[src/rtl/mem_req_arbiter.sv]
// mem_req_arbiter: round-robin arbiter sharing one memory controller among NUM_REQ requesters
// Ports:
//   clk, rst                   clock, synchronous active-high reset
//   req_valid/req_rdy          per-requester request handshake (req_rdy is a one-hot accept pulse)
//   req_we/req_addr/req_wdata  packed per-requester request fields
//   resp_valid/resp_data       one-hot completion pulse, read data held until the next pulse
//   grant_id, busy             current/last winner, transaction in progress
//   mc_*                       memory controller request/response and reported controller state
//   wdog_err                   sticky watchdog error (only when MC_ARB_WATCHDOG_EN is defined, else 0)
module mem_req_arbiter #(
    parameter int NUM_REQ     = 4,
    parameter int ADDR_W      = 32,
    parameter int DATA_W      = 32,
    parameter int STATE_W     = 5,
    parameter int WDOG_CYCLES = 1024
) (
    input  logic                      clk,
    input  logic                      rst,
    input  logic [NUM_REQ-1:0]        req_valid,
    output logic [NUM_REQ-1:0]        req_rdy,
    input  logic [NUM_REQ-1:0]        req_we,
    input  logic [NUM_REQ*ADDR_W-1:0] req_addr,
    input  logic [NUM_REQ*DATA_W-1:0] req_wdata,
    output logic [NUM_REQ-1:0]        resp_valid,
    output logic [DATA_W-1:0]         resp_data,
    output logic [$clog2(NUM_REQ)-1:0] grant_id,
    output logic                      busy,
    output logic                      mc_rd_en,
    output logic                      mc_wr_en,
    output logic [ADDR_W-1:0]         mc_addr,
    output logic [DATA_W-1:0]         mc_wdata,
    output logic                      mc_request_valid,
    input  logic                      mc_request_rdy,
    input  logic                      mc_done,
    input  logic [DATA_W-1:0]         mc_data,
    input  logic [STATE_W-1:0]        mc_state,
    output logic                      wdog_err
);
    localparam int GW = $clog2(NUM_REQ);

    if (NUM_REQ < 2 || NUM_REQ > 16 || WDOG_CYCLES < 1) begin : g_bad_param
        $error("mem_req_arbiter: parameter out of range");
    end

    typedef enum logic [2:0] {S_IDLE, S_ISSUE, S_CONFIRM, S_RETRY, S_WAIT, S_DRAIN} state_t;
    state_t state, state_nx;
    logic [GW-1:0] last_grant, grant_q, winner, cand;
    logic [NUM_REQ-1:0] resp_q;
    logic we_q, mc_idle, accept, mc_took;

    assign mc_idle = mc_state == '0 && mc_request_rdy;
    assign mc_took = mc_state == STATE_W'(2) || mc_state == STATE_W'(3);
    assign accept = state == S_IDLE && |req_valid && mc_idle;

    // Scan from farthest to nearest so the first valid index after last_grant wins.
    always_comb begin
        winner = '0;
        cand = '0;
        for (int k = NUM_REQ; k >= 1; k--) begin
            cand = GW'((int'(last_grant) + k) % NUM_REQ);
            if (req_valid[cand]) winner = cand;
        end
    end

    always_ff @(posedge clk) begin
        if (rst) state <= S_IDLE;
        else state <= state_nx;
    end

    always_comb begin
        state_nx = state;
        case (state)
            S_IDLE:    state_nx = accept ? S_ISSUE : S_IDLE;
            S_ISSUE:   state_nx = S_CONFIRM;
            S_CONFIRM: state_nx = mc_took ? S_WAIT : S_RETRY;
            S_RETRY:   state_nx = mc_idle ? S_ISSUE : S_RETRY;
            S_WAIT:    state_nx = mc_done ? S_DRAIN : S_WAIT;
            S_DRAIN:   state_nx = !mc_done && mc_state == '0 ? S_IDLE : S_DRAIN;
            default:   state_nx = S_IDLE;
        endcase
    end

    always_comb begin
        req_rdy = accept && !rst ? NUM_REQ'(1) << winner : '0;
        busy = state != S_IDLE;
        mc_request_valid = state == S_ISSUE;
        mc_rd_en = state == S_ISSUE && !we_q;
        mc_wr_en = state == S_ISSUE && we_q;
        resp_valid = resp_q;
        grant_id = grant_q;
    end

    always_ff @(posedge clk) begin
        if (rst) begin
            last_grant <= GW'(NUM_REQ - 1);
            grant_q <= '0;
            we_q <= 1'b0;
            mc_addr <= '0;
            mc_wdata <= '0;
            resp_q <= '0;
            resp_data <= '0;
        end else begin
            resp_q <= '0;
            if (accept) begin
                grant_q <= winner;
                we_q <= req_we[winner];
                mc_addr <= req_addr[int'(winner)*ADDR_W +: ADDR_W];
                mc_wdata <= req_wdata[int'(winner)*DATA_W +: DATA_W];
            end
            if (state == S_WAIT && mc_done) begin
                resp_q <= NUM_REQ'(1) << grant_q;
                resp_data <= mc_data;
            end
            if (state == S_DRAIN && state_nx == S_IDLE) last_grant <= grant_q;
        end
    end

`ifdef MC_ARB_WATCHDOG_EN
    localparam int WW = $clog2(WDOG_CYCLES + 1);
    logic [WW-1:0] wdog_cnt;
    logic wdog_q;
    // Cleared while issuing so every entry to S_CONFIRM starts from zero.
    always_ff @(posedge clk) begin
        if (rst) begin
            wdog_cnt <= '0;
            wdog_q <= 1'b0;
        end else if (state == S_ISSUE) begin
            wdog_cnt <= '0;
        end else if (state != S_IDLE && !wdog_q) begin
            wdog_cnt <= wdog_cnt + 1'b1;
            if (wdog_cnt == WW'(WDOG_CYCLES - 1)) wdog_q <= 1'b1;
        end
    end
    assign wdog_err = wdog_q;
`else
    assign wdog_err = 1'b0;
`endif
endmodule

[config.mk]
export PLATFORM = sky130hd
export DESIGN_NAME = mem_req_arbiter
export DESIGN_NICKNAME = d
export VERILOG_FILES = /design/src/rtl/mem_req_arbiter.sv
export SDC_FILE = /design/constraint.sdc
export NUM_CORES = 1
export LEC_CHECK = 0
export ABC_CLOCK_PERIOD_IN_PS = 2500
export BUFFER_PORTS_ARGS = -buffer_cell sky130_fd_sc_hd__buf_2
export CORE_AREA = 2 2 160 162
export CTS_CLUSTER_DIAMETER = 150
export CTS_CLUSTER_SIZE = 24
export DETAILED_ROUTE_END_ITERATION = 7
export DIE_AREA = 0 0 162 164
export MAX_ROUTING_LAYER = met4
export PLACE_DENSITY_LB_ADDON = 0.2
export SKIP_CTS_REPAIR_TIMING = 1
export SYNTH_ARGS = -nofsm -noshare
export SYNTH_HDL_FRONTEND = slang
export SYNTH_SLANG_ARGS = --single-unit
export TNS_END_PERCENT = 5
[constraint.sdc]
create_clock -name clk -period 2.5 [get_ports clk]
set_input_delay 0.5 -clock clk [delete_from_list [all_inputs] [get_ports clk]]
set_output_delay 0.5 -clock clk [all_outputs]
set_load 0.005 [all_outputs]
# After elaboration in Yosys (flattened, before gate mapping)
# Index checks and enable logic that the tools add are counted.
dict set report totals {
  inputBits 305
  register_bits 108
  out_inout_bits 111
}
dict set report classes {
  n_shift 4
  n_mux 21
  reduce_logical 19
  n_bitwise 1
  order_cmp 5
  addsub 4
  n_eq_ne 7
}
# op n
set ops {}
lappend ops {{$shiftx 128x8->32} 2}
lappend ops {{$pmux 3 s6} 1}
lappend ops {{$lt 2x3->1 const B} 5}
lappend ops {{$bmux 1 s2} 5}
lappend ops {{$eq 5x2->1 const B} 2}
lappend ops {{$mux 2} 5}
lappend ops {{$logic_and 1x1->1} 9}
lappend ops {{$shl 1x2->4 const A} 2}
lappend ops {{$mux 1} 7}
lappend ops {{$eq 3x2->1 const B} 2}
lappend ops {{$eq 3x3->1 const B} 2}
lappend ops {{$logic_not 3->1} 2}
lappend ops {{$mux 3} 2}
lappend ops {{$logic_not 5->1} 1}
lappend ops {{$add 2x1->2 const B} 2}
lappend ops {{$add 2x2->2 const B} 2}
lappend ops {{$mux 4} 1}
lappend ops {{$reduce_or 4->1} 1}
lappend ops {{$eq 3x1->1 const B} 1}
lappend ops {{$logic_not 1->1} 3}
lappend ops {{$reduce_bool 3->1} 1}
lappend ops {{$reduce_or 2->1} 1}
lappend ops {{$logic_or 1x1->1} 1}
lappend ops {{$not 1->1} 1}

# Logic depth before layout (Yosys ltp)
# Gate-level depths: netlist of the first run.
dict set report logic_depth {
  ltp_word 9
  depth_mapped 9
}

# Worst setup path before layout of the first run
# Ideal clock, no wire load.
dict set report synth_path {
  kind {input to output}
  startpoint {in mc_state[3]}
  endpoint {out req_rdy[0]}
  required_ns 2.000
  arrival_ns 1.664
  n_path_buf 1
  cell_stages 5
  setup_slack_ns 0.336
  cell_sequence {nor3_1 nor3b_2 nand3_1 clkbuf_1 nor3b_1}
}
dict set report synth_between {
  elab_chain_cells 5
}
# element line
set synth_lines {}
lappend synth_lines {{start, declared} 36} ;# input logic [STATE_W-1:0] mc_state,
lappend synth_lines {{$logic_not 5->1} 51} ;# assign mc_idle = mc_state == '0 && mc_request_rdy;
lappend synth_lines {{$logic_and 1x1->1} 51}
lappend synth_lines {{$logic_and 1x1->1} 53} ;# assign accept = state == S_IDLE && |req_valid && mc_idle;
lappend synth_lines {{$logic_and 1x1->1} 84} ;# req_rdy = accept && !rst ? NUM_REQ'(1) << winner : '0;
lappend synth_lines {{$mux 4} 84}
lappend synth_lines {{end, declared} 20} ;# output logic [NUM_REQ-1:0] req_rdy,
# Every way passes these cells.

# Final worst setup path of the first run
dict set report layout_path {
  startpoint {reg state[1]}
  endpoint {out req_rdy[0]}
}
dict set report layout_between {
  elab_chain_cells 5
}
# element line
set layout_lines {}
lappend layout_lines {{start, declared} 46} ;# state_t state, state_nx;
lappend layout_lines {{start signal, assigned} 67} ;# else state <= state_nx;
lappend layout_lines {{$logic_not 3->1} 53}
lappend layout_lines {{$logic_and 1x1->1 (2 in series)} 53}
lappend layout_lines {{$logic_and 1x1->1} 84}
lappend layout_lines {{$mux 4} 84}
# Every way passes these cells.

==> results.txt, run 1 <==
----------------------------------------------------
[Run status]
  Outcome ... finished, final reports clean

[STA]
  Setup TNS ... 0 ps
  Slack of the critical path ... 81.22 ps
  Final max-slew violation count ... 0
  Period utilisation layout ... 0.9675
  Worst hold margin ... 374.3 ps
  Hold violation total from the final report ... 0
  Clock period minus worst slack ... approximately 2400 ps
  Unrepaired setup endpoints after global routing ... true
  Final setup vio count ... 0
  Final setup skew ... 10.51 ps
  Achievable Freq ... 0.4134 GHz

[Floorplan]
  Initial core utilization ... 0.2351
  Placement Rows ... a little under 60
  Overall die area ... about 0.027 mm^2
  Horizontal extent of the die ... roughly 160 um
  Die Height ... 164 um
  Core Region ... 0.02482 mm^2
  I/O pin cnt ... 416

[Critical path]
  Required @ worst endpoint ... 2000 ps
  R2r worst-path depth ... 6
  Kind of start point of the critical path ... register
  Reg-to-reg endpoint ... mc_addr[23]
  Largest fanout of any net on the critical path ... 8
  Crit. End Element ... output pin
  Critical path arrival ... 1920 ps
  Worst Setup Path Type ... register to output pin
  Register-to-register setup slack ... around 470 ps
  Reg2reg start ... state[1]

[Finish]
  Layout overhead on the synthesized area ... 46.76%
  Post-route core utilization ... 0.3451
  # fillers ... between 2,000 and 3,000
  Fraction of layout cells with a size suffix above 1 ... 0.4475
  Number of nets at the end of the flow ... 1,357

[Logic synthesis]
  FF+latch count, synth ... 108
  Syn Inst Count ... 696
  Post-synthesis adder-cell area fraction ... 0
  Combinational family with the most area after synthesis ... compound AO/OA/AOI/OAI gates
  Post-synthesis average cell area ... 8.384 um^2
  Mux contribution to synthesized area ... 0
  Synth Net Count ... 1,001
  Compound-Gate Fraction of Synth Area ... 0.4198
  Area share of and/or/nand/nor cells after synthesis ... 0.1306
  Post-synthesis share of cell area spent on xor and xnor gates ... 0
  Synth Cell Area ... between 0.005 and 0.006 mm^2
  Yosys Warn Count ... 0
  Sequential area share after synthesis ... 0.3705
  Count of distinct cell types in the synthesized netlist ... 44

[Route]
  Final routed wirelength across all metal layers ... 28,030 um
  Total vias in the final route ... between 7,000 and 8,000
  Vias per cell ... 5.206
  Average detailed-routed wire length per instance ... 20.14 um
  Routed length on met3 ... approximately 1700 um
  DRT met1 WL ... 12,310 um
  Count of routing violations after the opening detailed-route iteration ... 488
  Remaining antenna violation count after routing ... 0
  Highest metal layer used by the detailed router ... met4
  DR DRC count ... 0
  Wire length on met2 ... ~13,000 um
  Number of search-and-repair iterations in the first detailed-routing pass ... 5

[GRT]
  Number of global-route vias before repair ... 6,984
  Pin count of the biggest net entering global routing ... 83
  Global-route wire length before repair ... between 40,000 and 50,000 um
  All-Layer GR Usage ... 0.2072
  Overflow left after global routing ... 0
  Antenna violations before repair ... 5

[Clock network]
  CTS clk-pin slew, worst paths ... around 80 ps
  H-Tree Depth ... 3
  Clock tree root driver cell ... sky130_fd_sc_hd__clkbuf_16
  CTS sink count ... 108
  Clock Latency Late Sink ... 350 ps
  Clock tree from TritonCTS ... yes
  Maximum buffer depth of the clock tree ... 2
  Number of buffers created by CTS ... 9

[Power and ir drop]
  PD cells ... 454.4 mW/mm^2
  Largest vdd supply drop ... 0.0003477 V
  Leakage power total ... between 4 and 5 nW

[Placement]
  PortBufs ... 414
  Minimum setup slack after placement ... about 180 ps
  Gp weighted congestion ... about 0.90
  Post-detailed-placement half-perimeter wirelength ... 19,690 um

[Hold path]
  Hold endpoint ... resp_data[9]
  Path type of the worst min-delay path ... input port to register
  Hold-critical path depth ... 3
  Hold path startpoint ... mc_data[9]

[Job]
  Maximum capacitance violations ... 0

----------------------------------------------------
registers in the layout, indices dropped and copies added, names as in the netlist:
register	cells
grant_id	2
last_grant	2
mc_addr	32
mc_wdata	32
resp_data	32
resp_valid	4
state	3
we_q	1
cells by family (layout without fill, tap and decap cells):
logic type | after synthesis | count (layout)
AOI/OAI and AO/OA | 315 | 315
and+or+nand+nor | 175 | 175
DFF | 108 | 108
buffers and inverters | 97 | 458
other | 1 | 6
worst max-delay path by stage:
stage,start,end,slack [ps],cells past startpoint
finish,state[1],req_rdy[0],80,5
global route,state[1],req_rdy[0],-30,5
CTS,state[1],req_rdy[0],-30,5
detailed placement,mc_state[3],mc_addr[23],180,7
global placement,mc_state[3],mc_addr[4],170,7
floorplan,mc_state[3],req_rdy[0],340,5
cell usage after synthesis (all sizes together):
| library cell | number | share of area |
|---|---|---|
| nand3 | 2 | 0.0017 |
| a211o | 2 | 0.0030 |
| nor4 | 2 | 0.0021 |
| nor2 | 75 | 0.048 |
| or2 | 1 | 0.0011 |
| clkbuf | 36 | 0.023 |
| and4b | 1 | 0.0017 |
| nor3b | 3 | 0.0047 |
| nand2 | 69 | 0.044 |
| a211oi | 66 | 0.086 |
| o22ai | 1 | 0.0011 |
| a21o | 1 | 0.0013 |
| o21ai | 3 | 0.0026 |
| nand3b | 1 | 0.0013 |
| or3 | 1 | 0.0019 |
| o21a | 1 | 0.0013 |
| nor2b | 5 | 0.0058 |
| a221oi | 66 | 0.10 |
| a21oi | 39 | 0.034 |
| o311a | 66 | 0.11 |
| nor4b | 2 | 0.0030 |
| a31oi | 67 | 0.072 |
| inv | 4 | 0.0026 |
| buf | 57 | 0.053 |
| o211ai | 1 | 0.0013 |
| and2 | 1 | 0.0011 |
| dfxtp | 108 | 0.37 |
| nand2b | 2 | 0.0021 |
| nor3 | 7 | 0.0077 |
| and3 | 2 | 0.0021 |
| nand4b | 1 | 0.0015 |
| o221a | 1 | 0.0019 |
| conb | 1 | 0.00064 |
| o21bai | 1 | 0.0013 |
where the power goes:
part | switching (mW) | internal, mW
Combinational | 0.348 | 0.280
Clock | 0.727 | 0.795
Sequential | 0.00895 | 1.73
area by class of cell:
type | count | area [um^2] | area share
Antenna cell | 5 | 12.51 | 0.001461
Sequential cell | 108 | 2162 | 0.2524
Tap cell | 330 | 412.9 | 0.04821
Clock buffer | 9 | 225.2 | 0.02630
Timing Repair Buffer | 438 | 2380 | 0.2779
Inverter | 4 | 15.01 | 0.001753
Clock inverter | 7 | 81.33 | 0.009496
Multi-Input combinational cell | 491 | 3276 | 0.3825
per-layer routing:
metal | vias up | GRT usage
met3 | 38 | 0.03737
met5 | - | -
met2 | 310 | 0.3364
li1 | 3488 | -
met1 | 3411 | 0.2623
met4 | 0 | 0.06557
metrics by stage:
stage                     area, um^2  total power, mW  std cells
final                           8564            3.892       1392
after CTS                       8534            3.964       1387
after global routing            8564            4.073       1392
after detailed placement        8228            2.411       1371
after floorplan                 5836            2.033        696
after global placement          8228            2.414       1371
placed cells by master (no fill, tap or decap), drive strengths merged, types with 3 or more instances in the layout:
cell / count
dfxtp: 108
nor2: 75
buf: 438
nor3: 7
a221oi: 66
diode: 5
nor2b: 5
nand2: 69
a31oi: 67
nor3b: 3
a21oi: 39
o21ai: 3
a211oi: 66
o311a: 66
inv: 7
clkbuf: 9
worst max-delay path: stages (launching register included):
cell and delay [ps]:
sky130_fd_sc_hd__dfxtp_1 380, sky130_fd_sc_hd__or3_4 420, sky130_fd_sc_hd__a21oi_2 190, sky130_fd_sc_hd__nand3_4 190, sky130_fd_sc_hd__nor3b_1 230, sky130_fd_sc_hd__buf_2 150
Note: power is estimated with default switching activity, not from simulation.
==> inputs of run 2 (changes only) <==
--- a/config.mk
+++ b/config.mk
@@ -7,13 +7,14 @@
 export LEC_CHECK = 0
 export ABC_CLOCK_PERIOD_IN_PS = 2500
 export BUFFER_PORTS_ARGS = -buffer_cell sky130_fd_sc_hd__buf_2
-export CORE_AREA = 2 2 160 162
+export CORE_AREA = 2 2 161 163
 export CTS_CLUSTER_DIAMETER = 150
 export CTS_CLUSTER_SIZE = 24
 export DETAILED_ROUTE_END_ITERATION = 7
-export DIE_AREA = 0 0 162 164
+export DIE_AREA = 0 0 163 165
 export MAX_ROUTING_LAYER = met4
 export PLACE_DENSITY_LB_ADDON = 0.2
+export REMOVE_ABC_BUFFERS = 1
 export SKIP_CTS_REPAIR_TIMING = 1
 export SYNTH_ARGS = -nofsm -noshare
 export SYNTH_HDL_FRONTEND = slang
==> results.txt, run 2 (synthesized netlist as in run 1, its figures left out) <==
----------------------------------------------------
[Run status]
  Outcome ... finished, final reports clean

[Finish]
  Most used cells in the layout excluding fill and tap cells ... sky130_fd_sc_hd__buf_2, sky130_fd_sc_hd__dfxtp_1, sky130_fd_sc_hd__nor2_1
  Number of nets at the end of the flow ... 1,365 (+0.59%)
  Layout overhead on the synthesized area ... 47.81%
  Finished Layout Cells ... 1,396 (+0.29%)
  Most frequent standard cell in the layout excluding fill and tap cells ... sky130_fd_sc_hd__buf_2
  Fraction of layout cells with a size suffix above 1 ... 0.4526 (+0.005089)
  Biggest regs ... mc_addr: 32 flops, mc_wdata: 32 flops, resp_data: 32 flops
  Post-route core utilization ... 0.3445 (-0.0005520)
  Post-route cell area ... 0.008626 mm^2 (+0.72%)

[Route]
  Count of routing violations after the opening detailed-route iteration ... 476 (-2.5%)
  Vias per cell ... 5.234 (+0.54%)
  Total vias in the final route ... 7,307 (+0.83%)
  Final routed wirelength across all metal layers ... 26,690 um (-4.8%)
  DR DRC count ... 0 (unchanged)
  Average detailed-routed wire length per instance ... 19.12 um (-5.0%)
  Number of search-and-repair iterations in the first detailed-routing pass ... 5 (unchanged)
  Remaining antenna violation count after routing ... 0 (unchanged)

[Critical path]
  Reg2reg start ... state[0]
  Required @ worst endpoint ... 2000 ps (about the same)
  Worst Setup Path Type ... register to output pin
  Reg-to-reg endpoint ... mc_addr[23]
  Crit. End Element ... output pin
  Register-to-register setup slack ... 400 ps (-70 ps)
  Critical path arrival ... 1880 ps (-40 ps)
  R2r worst-path depth ... 7 (+1)
  Largest fanout of any net on the critical path ... 7 (-1)
  Kind of start point of the critical path ... register

[Clock network]
  CTS sink count ... 108 (unchanged)
  Maximum buffer depth of the clock tree ... 2 (unchanged)
  Number of buffers created by CTS ... 9 (unchanged)
  Clock tree root driver cell ... sky130_fd_sc_hd__clkbuf_16
  Clock Latency Late Sink ... 360 ps (about the same)
  H-Tree Depth ... 3 (unchanged)
  Clock tree from TritonCTS ... yes
  CTS clk-pin slew, worst paths ... 90 ps (about the same)

[Floorplan]
  I/O pin cnt ... 416 (unchanged)
  Horizontal extent of the die ... 163 um (+0.62%)
  Overall die area ... 0.02690 mm^2 (+1.2%)
  Placement Rows ... 58 (unchanged)
  Core Region ... 0.02504 mm^2 (+0.88%)
  Initial core utilization ... 0.2331 (-0.002045)
  Die Height ... 165 um (+0.61%)

[STA]
  Hold violation total from the final report ... 0 (unchanged)
  Final setup vio count ... 0 (unchanged)
  Final max-slew violation count ... 0 (unchanged)
  Unrepaired setup endpoints after global routing ... false
  Period utilisation layout ... 0.9513 (-0.01623)
  Clock period minus worst slack ... 2378 ps (-40.58 ps)
  Final setup skew ... 17.78 ps (+7.268 ps)
  Achievable Freq ... 0.4205 GHz (+1.7%)

[GRT]
  Overflow left after global routing ... 0 (unchanged)
  Antenna violations before repair ... 1 (-4)
  Pin count of the biggest net entering global routing ... 65 (-22%)
  All-Layer GR Usage ... 0.1910 (-0.01617)
  Number of global-route vias before repair ... 7,063 (+1.1%)
  Global-route wire length before repair ... 39,180 um (-4.9%)

[Job]
  Maximum capacitance violations ... 0 (unchanged)

[Placement]
  Post-detailed-placement half-perimeter wirelength ... 19,320 um (-1.9%)
  Total cell area at the placement stage ... 0.008253 mm^2 (+0.30%)
  PortBufs ... 414 (unchanged)
  Cell total after placement ... 1,375 (+0.29%)
  Gp weighted congestion ... 0.7928 (-12%)

[Power and ir drop]
  Largest vdd supply drop ... 0.0002644 V (-24%)
  Sum of internal, switching and leakage power ... 3.884 mW (-0.20%)
  PD cells ... 450.3 mW/mm^2 (-0.91%)
  Leakage power total ... 4.126 nW (+1.0%)

[Hold path]
  Hold endpoint ... resp_data[21]
  Hold-critical path depth ... 3 (unchanged)
  Path type of the worst min-delay path ... input port to register
  Hold path startpoint ... mc_data[21]

----------------------------------------------------
==> run 2: changes by cell type in the layout (fill, tap and decap cells not counted), sizes merged <==
cell	previous run	this run
nand3	2	3
bufinv	1	0
buf	438	445
clkinvlp	2	0
diode	5	1
clkbuf	9	10
clkinv	1	3
==> run 2: cell type report <==
| type | count | area, um^2 |
|---|---|---|
| Clock buffer | 10 | 239.0 |
| Sequential cell | 108 | 2163 |
| Inverter | 4 | 15.01 |
| Timing Repair Buffer | 445 | 2420 |
| Fill cell | 2718 | 16410 |
| Clock inverter | 6 | 67.56 |
| Antenna cell | 1 | 2.502 |
| Tap cell | 330 | 412.9 |
| Multi-Input combinational cell | 492 | 3306 |
==> run 2: how the worst max path moves through the flow <==
stage | startpoint | slack (ps) | end
6_report | state[0] | 120 | req_rdy[0]
5_1_grt | state[0] | 2 | req_rdy[0]
2_1_floorplan | req_valid[2] | -2620 | mc_wdata[20]
3_5_place_dp | mc_state[3] | 110 | req_rdy[0]
3_3_place_gp | mc_state[3] | 210 | req_rdy[0]
4_1_cts | state[0] | -90 | req_rdy[0]
==> run 2: per-layer routing <==
layer	track usage	vias up	routed length [um]
met5	-	-	0
met4	0.05189	0	439
met3	0.03440	32	2032
met2	0.3290	364	13260
met1	0.2297	3422	10960
li1	-	3489	-
==> run 2: power by group <==
group / leakage, nW / total [mW] / switching, mW / internal, mW
Sequential: 0.870 / 1.74 / 0.00769 / 1.73
Combinational: 3.11 / 0.627 / 0.345 / 0.282
Clock: 0.150 / 1.52 / 0.779 / 0.737
==> run 2: worst max-delay path: stages, from the launching register on <==
cell                      delay (ps)
sky130_fd_sc_hd__dfxtp_1         360
sky130_fd_sc_hd__or3_4           410
sky130_fd_sc_hd__a21oi_4         200
sky130_fd_sc_hd__nand3_4         180
sky130_fd_sc_hd__nor3b_4         230
sky130_fd_sc_hd__buf_2           150
==> run 2: metrics by stage <==
step	setup TNS [ps]	setup slack [ps]	hold slack, ps
floorplan	-173610	-2623	446.7
global placement	0	205.5	438.2
detailed placement	0	108.6	444.4
CTS	-91.86	-91.86	353.3
global route	0	2.021	358.8
finish	0	121.8	367.1
